[src/rtl/instr_fetch_queue.sv]
// Instruction fetch queue: credit-based fetch issue, response FIFO, flush FSM.
// Optional FETCH_ALIGN_CHECK_EN blocks misaligned fetches and sets a sticky error.
module instr_fetch_queue #(
  parameter int WIDTH = 32,
  parameter int DEPTH = 4
) (
  input  logic             clk,
  input  logic             rst,
  input  logic [WIDTH-1:0] PC,
  output logic             pc_stall,
  input  logic             flush,
  output logic             imem_req,
  output logic [WIDTH-1:0] imem_addr,
  input  logic [WIDTH-1:0] imem_rdata,
  input  logic             imem_rvalid,
  output logic             instr_valid,
  input  logic             instr_ready,
  output logic [WIDTH-1:0] instr_out,
  output logic [WIDTH-1:0] instr_pc,
  output logic             misalign_err
);

  localparam int PW = $clog2(DEPTH);
  localparam int CW = $clog2(DEPTH + 1);

  typedef enum logic {
    NORMAL,
    FLUSHING
  } state_t;

  state_t state;
  state_t state_nxt;

  logic [WIDTH-1:0] pc_mem  [DEPTH];
  logic [WIDTH-1:0] ins_mem [DEPTH];
  logic [PW-1:0]    wr_ptr;
  logic [PW-1:0]    rd_ptr;
  logic [CW-1:0]    count;
  logic [CW:0]      used;
  logic             inflight;
  logic [WIDTH-1:0] req_pc;
  logic             aligned;
  logic             issue;
  logic             wr_en;
  logic             pop;

`ifdef FETCH_ALIGN_CHECK_EN
  logic err_q;

  assign aligned = (PC[1:0] == 2'b00);

  always_ff @(posedge clk) begin
    if (rst)
      err_q <= 1'b0;
    else if (!aligned)
      err_q <= 1'b1;
  end

  assign misalign_err = err_q;
`else
  assign aligned      = 1'b1;
  assign misalign_err = 1'b0;
`endif

  // Every outstanding request already owns a queue slot.
  assign used  = {1'b0, count} + {{CW{1'b0}}, inflight};
  assign issue = ~rst & ~flush & (state == NORMAL)
               & aligned & (used < (CW+1)'(DEPTH));

  assign imem_req  = issue;
  assign imem_addr = PC;
  assign pc_stall  = ~issue;

  assign wr_en = imem_rvalid & inflight & ~flush
               & (state == NORMAL);

  assign instr_valid = ~rst & (count != '0);
  assign instr_out   = ins_mem[rd_ptr];
  assign instr_pc    = pc_mem[rd_ptr];
  assign pop         = instr_valid & instr_ready;

  always_comb begin
    state_nxt = state;
    unique case (state)
      NORMAL:   if (flush && inflight) state_nxt = FLUSHING;
      FLUSHING: state_nxt = flush ? FLUSHING : NORMAL;
      default:  state_nxt = NORMAL;
    endcase
  end

  always_ff @(posedge clk) begin
    if (rst) begin
      state    <= NORMAL;
      inflight <= 1'b0;
      wr_ptr   <= '0;
      rd_ptr   <= '0;
      count    <= '0;
    end else begin
      state    <= state_nxt;
      inflight <= issue;
      if (flush) begin
        wr_ptr <= '0;
        rd_ptr <= '0;
        count  <= '0;
      end else begin
        if (wr_en) wr_ptr <= wr_ptr + 1'b1;
        if (pop)   rd_ptr <= rd_ptr + 1'b1;
        unique case ({wr_en, pop})
          2'b10:   count <= count + 1'b1;
          2'b01:   count <= count - 1'b1;
          default: count <= count;
        endcase
      end
    end
  end

  always_ff @(posedge clk) begin
    if (issue) req_pc <= PC;
    if (wr_en) begin
      pc_mem[wr_ptr]  <= req_pc;
      ins_mem[wr_ptr] <= imem_rdata;
    end
  end

endmodule

[config.mk]
export PLATFORM = sky130hd
export DESIGN_NAME = instr_fetch_queue
export DESIGN_NICKNAME = d
export VERILOG_FILES = /design/src/rtl/instr_fetch_queue.sv
export SDC_FILE = /design/constraint.sdc
export NUM_CORES = 1
export LEC_CHECK = 0
export ABC_AREA = 1
export CAP_MARGIN = 10
export CELL_PAD_IN_SITES_DETAIL_PLACEMENT = 1
export CELL_PAD_IN_SITES_GLOBAL_PLACEMENT = 1
export CORE_MARGIN = 2
export CORE_UTILIZATION = 44
export DETAILED_ROUTE_END_ITERATION = 12
export GPL_TIMING_DRIVEN = 0
export PLACE_DENSITY_LB_ADDON = 0.12
export SLEW_MARGIN = 20
export SYNTH_ARGS = -nofsm -noshare
export SYNTH_HDL_FRONTEND = slang
export SYNTH_SLANG_ARGS = --single-unit
[constraint.sdc]
create_clock -name clk -period 5.25 [get_ports clk]
set_input_delay 1.05 -clock clk [delete_from_list [all_inputs] [get_ports clk]]
set_output_delay 1.05 -clock clk [all_outputs]
set_load 0.03 [all_outputs]
---- Word level (Yosys, flattened, before mapping) ----
Memories as Yosys holds them, arrays and structs flattened. A register that Yosys moved wholly into a read port is not among the register bits.
Index checks and enable logic that the tools add are counted.
W data, S select, Z words.
word-level totals
  input port bits ......................... 69
  logic and storage cells ................. 42
  memories ................................ 2
  bits in registers ....................... 41
  memory bits (writable) .................. 256
memories
  memory   depth  bits a word  rd ports  clocked after Yosys merged registers in  write ports  RTL line  source
  ins_mem  4      32           1         1                                        1            35        logic [WIDTH-1:0] ins_mem [DEPTH];
  pc_mem   4      32           1         1                                        1            34        logic [WIDTH-1:0] pc_mem [DEPTH];
cells by class
  equality and inequality tests ........... 2
  reductions and logical operators ........ 4
  order comparisons ....................... 1
  bitwise operators ....................... 12
  mux-type cells .......................... 10
  $add $sub $neg .......................... 5
operator list
  operator               number
  $and A1 B1 Y1          8
  $mux W2                4
  $pmux W3 S2            1
  $add A2 B1 Y2 const B  2
  $add A3 B1 Y4          1
  $lt A4 B3 Y1 const B   1
  $mux W1                4
  $not A1 Y1             4
  $add A3 B1 Y3 const B  1
  $reduce_bool A3 Y1     1
  $sub A3 B1 Y3 const B  1
  $eq A2 B1 Y1 const B   1
  $eq A2 B2 Y1 const B   1
  $pmux W1 S2            1
  $reduce_bool A2 Y1     1
  $reduce_or A2 Y1       1
  $logic_and A1 B1 Y1    1

---- Logic depth before layout (Yosys ltp) ----
  depth in word-level cells ............... 5
  gate-level depth with buffers ........... 13
  mapped depth without buffers ............ 13

---- Worst setup path after synthesis ----
No wires, ideal clock.
  kind .................................... in2reg
  start point ............................. input port flush
  end point ............................... memory ins_mem[0][0] (enable)
  stages .................................. 3
  slack ................................... 676 ps
  arrival ................................. 4088 ps
  setup time .............................. 487 ps
  required time ........................... 4763 ps
  buffers on the path ..................... 0
  cell sequence ........................... nor2_1 -> nand3_1 -> nor2_1
on the way
  longest elaborated chain between the ends .. 5
RTL lines
  item                           RTL line  source
  start, declared                11        input logic flush,
  $not A1 Y1                     74        assign wr_en = imem_rvalid & inflight & ~flush
  $and A1 B1 Y1                  74
  $and A1 B1 Y1                  75        & (state == NORMAL);
  $mux W1                        119       if (wr_en) begin
  $mux W1 (implied by the code)  121       ins_mem[wr_ptr] <= imem_rdata;
  end, declared                  35
Every way passes these cells.

---- Worst setup path after layout ----
  start point ............................. input port rst
  end point ............................... output port imem_req
on the way
  longest elaborated chain between the ends .. 4
RTL lines
  item                        RTL line  source
  start, declared             8         input logic rst,
  $not A1 Y1                  67        assign issue = ~rst & ~flush & (state == NORMAL)
  $and A1 B1 Y1 (2 in a row)  67
  $and A1 B1 Y1               68        & aligned & (used < (CW+1)'(DEPTH));
  end, declared               12        output logic imem_req,
Every way passes these cells.

==> impl_metrics.yaml <==
layout:
  antenna_cells: 0
  nets: 1058
  final_util_pct: 59.0
  drive_gt1_share_pct: 12.6
  design_area_sq_um: 14900
  mostFrequentLayoutCells: "edfxtp_1 (288), clkdlybuf4s50_1 (167), nor2_1 (137), o21ai_0 (75), o22ai_1 (64)"
  areaGrowthSynthToFinish_pct: 31.7
  mostFrequentLayoutCell: "edfxtp_1"
worst_setup_path:
  r2r-end: "ins_mem[1][20]"
  crit_type: "in2out"
  path_max_fanout: 25
  reg2regPathDepth: 5
  start_kind: "input port"
  cp.arrival_ns: 3.62
  cp-end-kind: "output port"
  reg2reg_slack_ns: 2.78
  worstPathRequired_ns: 4.20
  timing.rr.start: "state"
cts:
  post_cts_buffers: 0
  cts_hold_buf: 0
  cts_tree: "yes"
  cts_max_level: 2
  clockRootBuffer: "clkbuf_16"
  clkLatencyLatePin_ns: 0.50
  cts_buffers: 34
  cts_resized: 0
  cts.clk_slew.worst_paths_ns: 0.06
  cts_sinks: 299
  clockBufferDepth: 3
grt:
  grt-ovfl-total: 0
  grt.total_usage_pct: 21.2
  antenna_found_initial: 0
  grt_pass1_vias: 7695
  grt_max_degree: 26
  grt_pass1_wl_mm: 43.0
sta:
  rsz0062_at_grt: "no"
  setup_viol: 0
  timing.fmax_mhz: 214
  worstMarginPinSlew_ns: 0.813
  slew_violations: 0
  hold_viol_final: 0
  maxSlewHeadroom_pct: 45.7
  finalCriticalPeriod_ns: 4.67
  fin_worst_skew_ns: 0.0158
  finalCritPeriodShare_pct: 88.9
worst_hold_path:
  hold_path.class: "reg2reg"
  hold_start: "rd_ptr[0]"
  hold_path_end: "rd_ptr[0]"
  hold_depth: 2
floorplan:
  initial_core_util_pct: 44.8
  die_x_um: 164
  row_count: 58
  io_pins: 169
  die-area_sq_um: 26900
  core_area_sq_um: 25200
  die_y_um: 164
power_and_ir_drop:
  switching_share_pct: 19.8
  clock_power_share_pct: 45.8
  power_density_nw_per_um2: 358
  switching_power_mw: 1.05
  leakagePower_nw: 5.11
  p_int_mw: 4.27
  ir_drop_mv: 0.247
  p_comb_share_pct: 4.3
  seqPwrFrac_pct: 49.9
yosys:
  yosys_warnings: 0
  yosysSeqAreaShare_pct: 78.6
  synth_cell_types: 21
  synth_fp_nets: 842
  syn_area_per_cell_sq_um: 14.7
  synthCells: 767
  ys_ff_latch: 299
  syn_area_sq_um: 11300
drt:
  wl_mm: 28.3
  vias: 7053
  via_per_inst: 5.27
  drc: 0
  post_drt_wl_per_cell_um: 21.2
  first_iter_violations: 463
  ant_nets: 0
  dr.pass1.iters: 5
placed_design:
  hpwlAfterDp_mm: 18.3
  gp_congestion: 0.695
  io_buffers: 167
  place_area_sq_um: 13700
outcome:
  status: "finished clean"
run:
  maxCapViolCount: 0
==> power by group through the flow <==
| stage | registers, mW | clock network, mW | logic, mW |
|---|---|---|---|
| after global placement | 2.70 | 0 | 0.218 |
| after floorplan | 2.70 | 0 | 0.0961 |
| after detailed placement | 2.70 | 0 | 0.230 |
| final | 2.65 | 2.44 | 0.229 |
| after CTS | 2.65 | 2.48 | 0.232 |
| after global routing | 2.65 | 2.55 | 0.243 |
==> critical path, cell delays in order <==
cell	delay, ns
clkdlybuf4s50_1	0.47
nor2_1	0.51
nand4_1	0.28
inv_2	0.35
buf_12	0.23
clkdlybuf4s50_1	0.70
==> cell families (layout without fill, tap and decap cells) <==
kind of cell               after synthesis  after routing  synth area share [%]
AOI/OAI and AO/OA                      200            200                  9.59
DFF                                    299            299                  78.6
and+or+nand+nor                        162            162                  5.51
adders and majority gates                6              6                 0.732
other                                    1              1                0.0332
buffers and inverters                   99            340                  5.50
==> synthesized netlist by cell type <==
master | n | share of area [%]
fa_1 | 1 | 0.18
nand2_1 | 13 | 0.43
dfxtp_1 | 11 | 2.0
nor2_1 | 141 | 4.7
buf_2 | 1 | 0.044
clkbuf_2 | 3 | 0.13
buf_6 | 13 | 1.3
edfxtp_1 | 288 | 77
nand4_1 | 3 | 0.17
conb_1 | 1 | 0.033
a21oi_1 | 5 | 0.22
clkinv_1 | 1 | 0.033
inv_1 | 23 | 0.77
o22ai_1 | 64 | 3.5
buf_4 | 39 | 2.6
inv_2 | 1 | 0.033
o21ai_1 | 56 | 2.5
clkbuf_1 | 18 | 0.60
ha_1 | 5 | 0.55
nand3_1 | 5 | 0.22
o21ai_0 | 75 | 3.3
==> per-stage QoR <==
stage / setup TNS, ns / worst slack (ns) / power (mW) / hold WS, ns / cells
6_report: 0 / 0.580 / 5.32 / 0.482 / 1338
5_1_grt: 0 / 0.459 / 5.45 / 0.507 / 1338
4_1_cts: 0 / 0.601 / 5.36 / 0.476 / 1338
3_5_place_dp: 0 / 0.605 / 2.93 / 0.468 / 1277
3_3_place_gp: -538.13 / -2.25 / 2.92 / 0.459 / 1264
2_1_floorplan: 0 / 0.676 / 2.79 / 0.443 / 767
==> sequential cells by signal (all words and copies together) (netlist names), named ones only <==
signal / flops
count: 3
inflight: 1
ins_mem: 128
pc_mem: 128
rd_ptr: 2
req_pc: 32
state: 1
wr_ptr: 2
==> how the worst max path moves through the flow <==
stage               cells past startpoint  slack, ns  startpoint              to
finish                                  6       0.58         rst        imem_req
global route                            6       0.46         rst        imem_req
CTS                                     6       0.60         rst        imem_req
detailed placement                      6       0.61         rst        imem_req
global placement                        4      -2.25       flush  ins_mem[3][22]
floorplan                               3       0.68       flush   ins_mem[0][0]
==> layer usage <==
layer	vias to the layer above	global-route usage [%]	wire (um)
met5	-	0	0
li1	3254	-	-
met1	3548	27.7	12200
met4	0	7.02	707
met2	198	36.3	14200
met3	53	3.51	1190
==> final cells by class <==
| class | count | area, sq um |
|---|---|---|
| fillers | 2356 | 10300 |
| flip-flops and latches | 299 | 8870 |
| repair buffers | 180 | 1960 |
| multi-input cells | 369 | 1820 |
| clock buffers | 39 | 933 |
| plain buffers | 74 | 527 |
| well taps | 330 | 413 |
| clock inverters | 22 | 233 |
| inverters | 25 | 93.8 |
(Power assumes the default switching activity.)
==> RTL change: new RTL, same settings <==
Change the parameter `WIDTH` from 32 to 48.
--- a/src/rtl/instr_fetch_queue.sv
+++ b/src/rtl/instr_fetch_queue.sv
@@ -1,7 +1,7 @@
 // Instruction fetch queue: credit-based fetch issue, response FIFO, flush FSM.
 // Optional FETCH_ALIGN_CHECK_EN blocks misaligned fetches and sets a sticky error.
 module instr_fetch_queue #(
-  parameter int WIDTH = 32,
+  parameter int WIDTH = 48,
   parameter int DEPTH = 4
 ) (
   input  logic             clk,
Ports: changed (5 resized); port bits go from 169 to 249. No check against the original RTL was run, so the function may have changed too.
==> RTL change against the original RTL <==
Sequential cell count increased by 144. Power increased by 38%. Synthesized area increased by 48%. Cell count increased by 48%. Final area increased by 46%. Setup slack improved by 0.027 ns. Routed wire length increased by 48%. Count of clock-buffer cells in the layout increased by 16. Critical path type unchanged. Largest cell class unchanged. Largest power group unchanged. Highest routed layer is now met5.
==> RTL change: results (changes against the original RTL) <==
outcome finished, final reports clean; initial antenna violation count 6 (+6); largest net degree at the start of global routing 48 (+85%); Synth Area per Inst 15.0 µm² (+2.3%); r2r worst-path depth 6 (+1); worst vdd ir 0.284 mV (+15%); Worst Max-Slew Pin Slew 0.774 ns (-0.0388 ns); Worst-Skew Late Latency 0.57 ns (+0.07 ns); placed cells 1886 (+48%); final hold slack 0.484 ns (+0.00258 ns); initial DRC count 586 (+27%); crit-path max FO 47 (+88%); DRT Wirelength 42000 µm (+48%); combinational group power 0.335 mW (+46%); vias per cell 5.20 (-1.4%); PortBufs 247 (+48%); drt pass-1 iters 6 (+1); CTS Buf Count 45 (+32%); Critical Path AT 3.59 ns (-0.03 ns); Switching Power 1.50 mW (+42%); fin cells 1974 (+48%); GRT Total Usage 21.5% (+0.25 points); clk_skew 0.0183 ns (+0.00253 ns); fraction of the mapped netlist area in adder cells 0.496% (-0.24 points); Seq pwr share 53.5% (+3.6 points); dpl hpwl 27200 µm (+48%); routability cong. 0.727 (+4.5%); Power, Total 7.36 mW (+38%)
==> RTL change: changes by cell type in the layout (fill, tap and decap cells not counted), sizes merged, moves of 4 or more <==
cell | unedited run | this run
edfxtp | 288 | 432
buf | 66 | 111
o21ai | 131 | 195
clkdlybuf4s50 | 167 | 247
diode | 0 | 4
nor2 | 141 | 205
clkinv | 17 | 22
clkbuf | 60 | 75
o22ai | 64 | 96
==> RTL change: metal layers <==
| metal | wire length, µm | share of wire, % | GRT usage, % | vias to the layer above |
|---|---|---|---|---|
| met1 | 17300 | 41 | 26.9 | 5165 |
| met2 | 21200 | 51 | 36.9 | 285 |
| met3 | 2430 | 5.8 | 4.58 | 76 |
| met5 | 25 | 0.060 | 0 | - |
| met4 | 1020 | 2.4 | 7.90 | 4 |
| li1 | - | - | - | 4734 |
==> RTL change: worst max-delay path by stage <==
stage                     startpoint             to  slack (ns)  cells past startpoint
final                            rst       imem_req        0.61                      6
after global routing             rst       imem_req        0.46                      6
after CTS                        rst       imem_req        0.58                      6
after detailed placement         rst       imem_req        0.60                      6
after global placement         flush  pc_mem[3][11]       -5.02                      4
after floorplan                flush  ins_mem[0][0]       -0.71                      3
==> RTL change: cell type report <==
cell class	instances	area, µm²
Buffer	111	821
Multi-Input combinational cell	529	2580
Clock inverter	29	225
Timing Repair Buffer	267	2960
Clock buffer	55	1210
Antenna cell	4	10.0
Sequential cell	443	13200
Fill cell	3616	15800
Inverter	25	98.8
Tap cell	511	639
==> RTL change: worst max-delay path: stages <==
cell	delay, ns
clkdlybuf4s50_1	0.46
nor2_1	0.47
nand4_1	0.36
inv_4	0.18
buf_16	0.28
clkdlybuf4s50_1	0.74
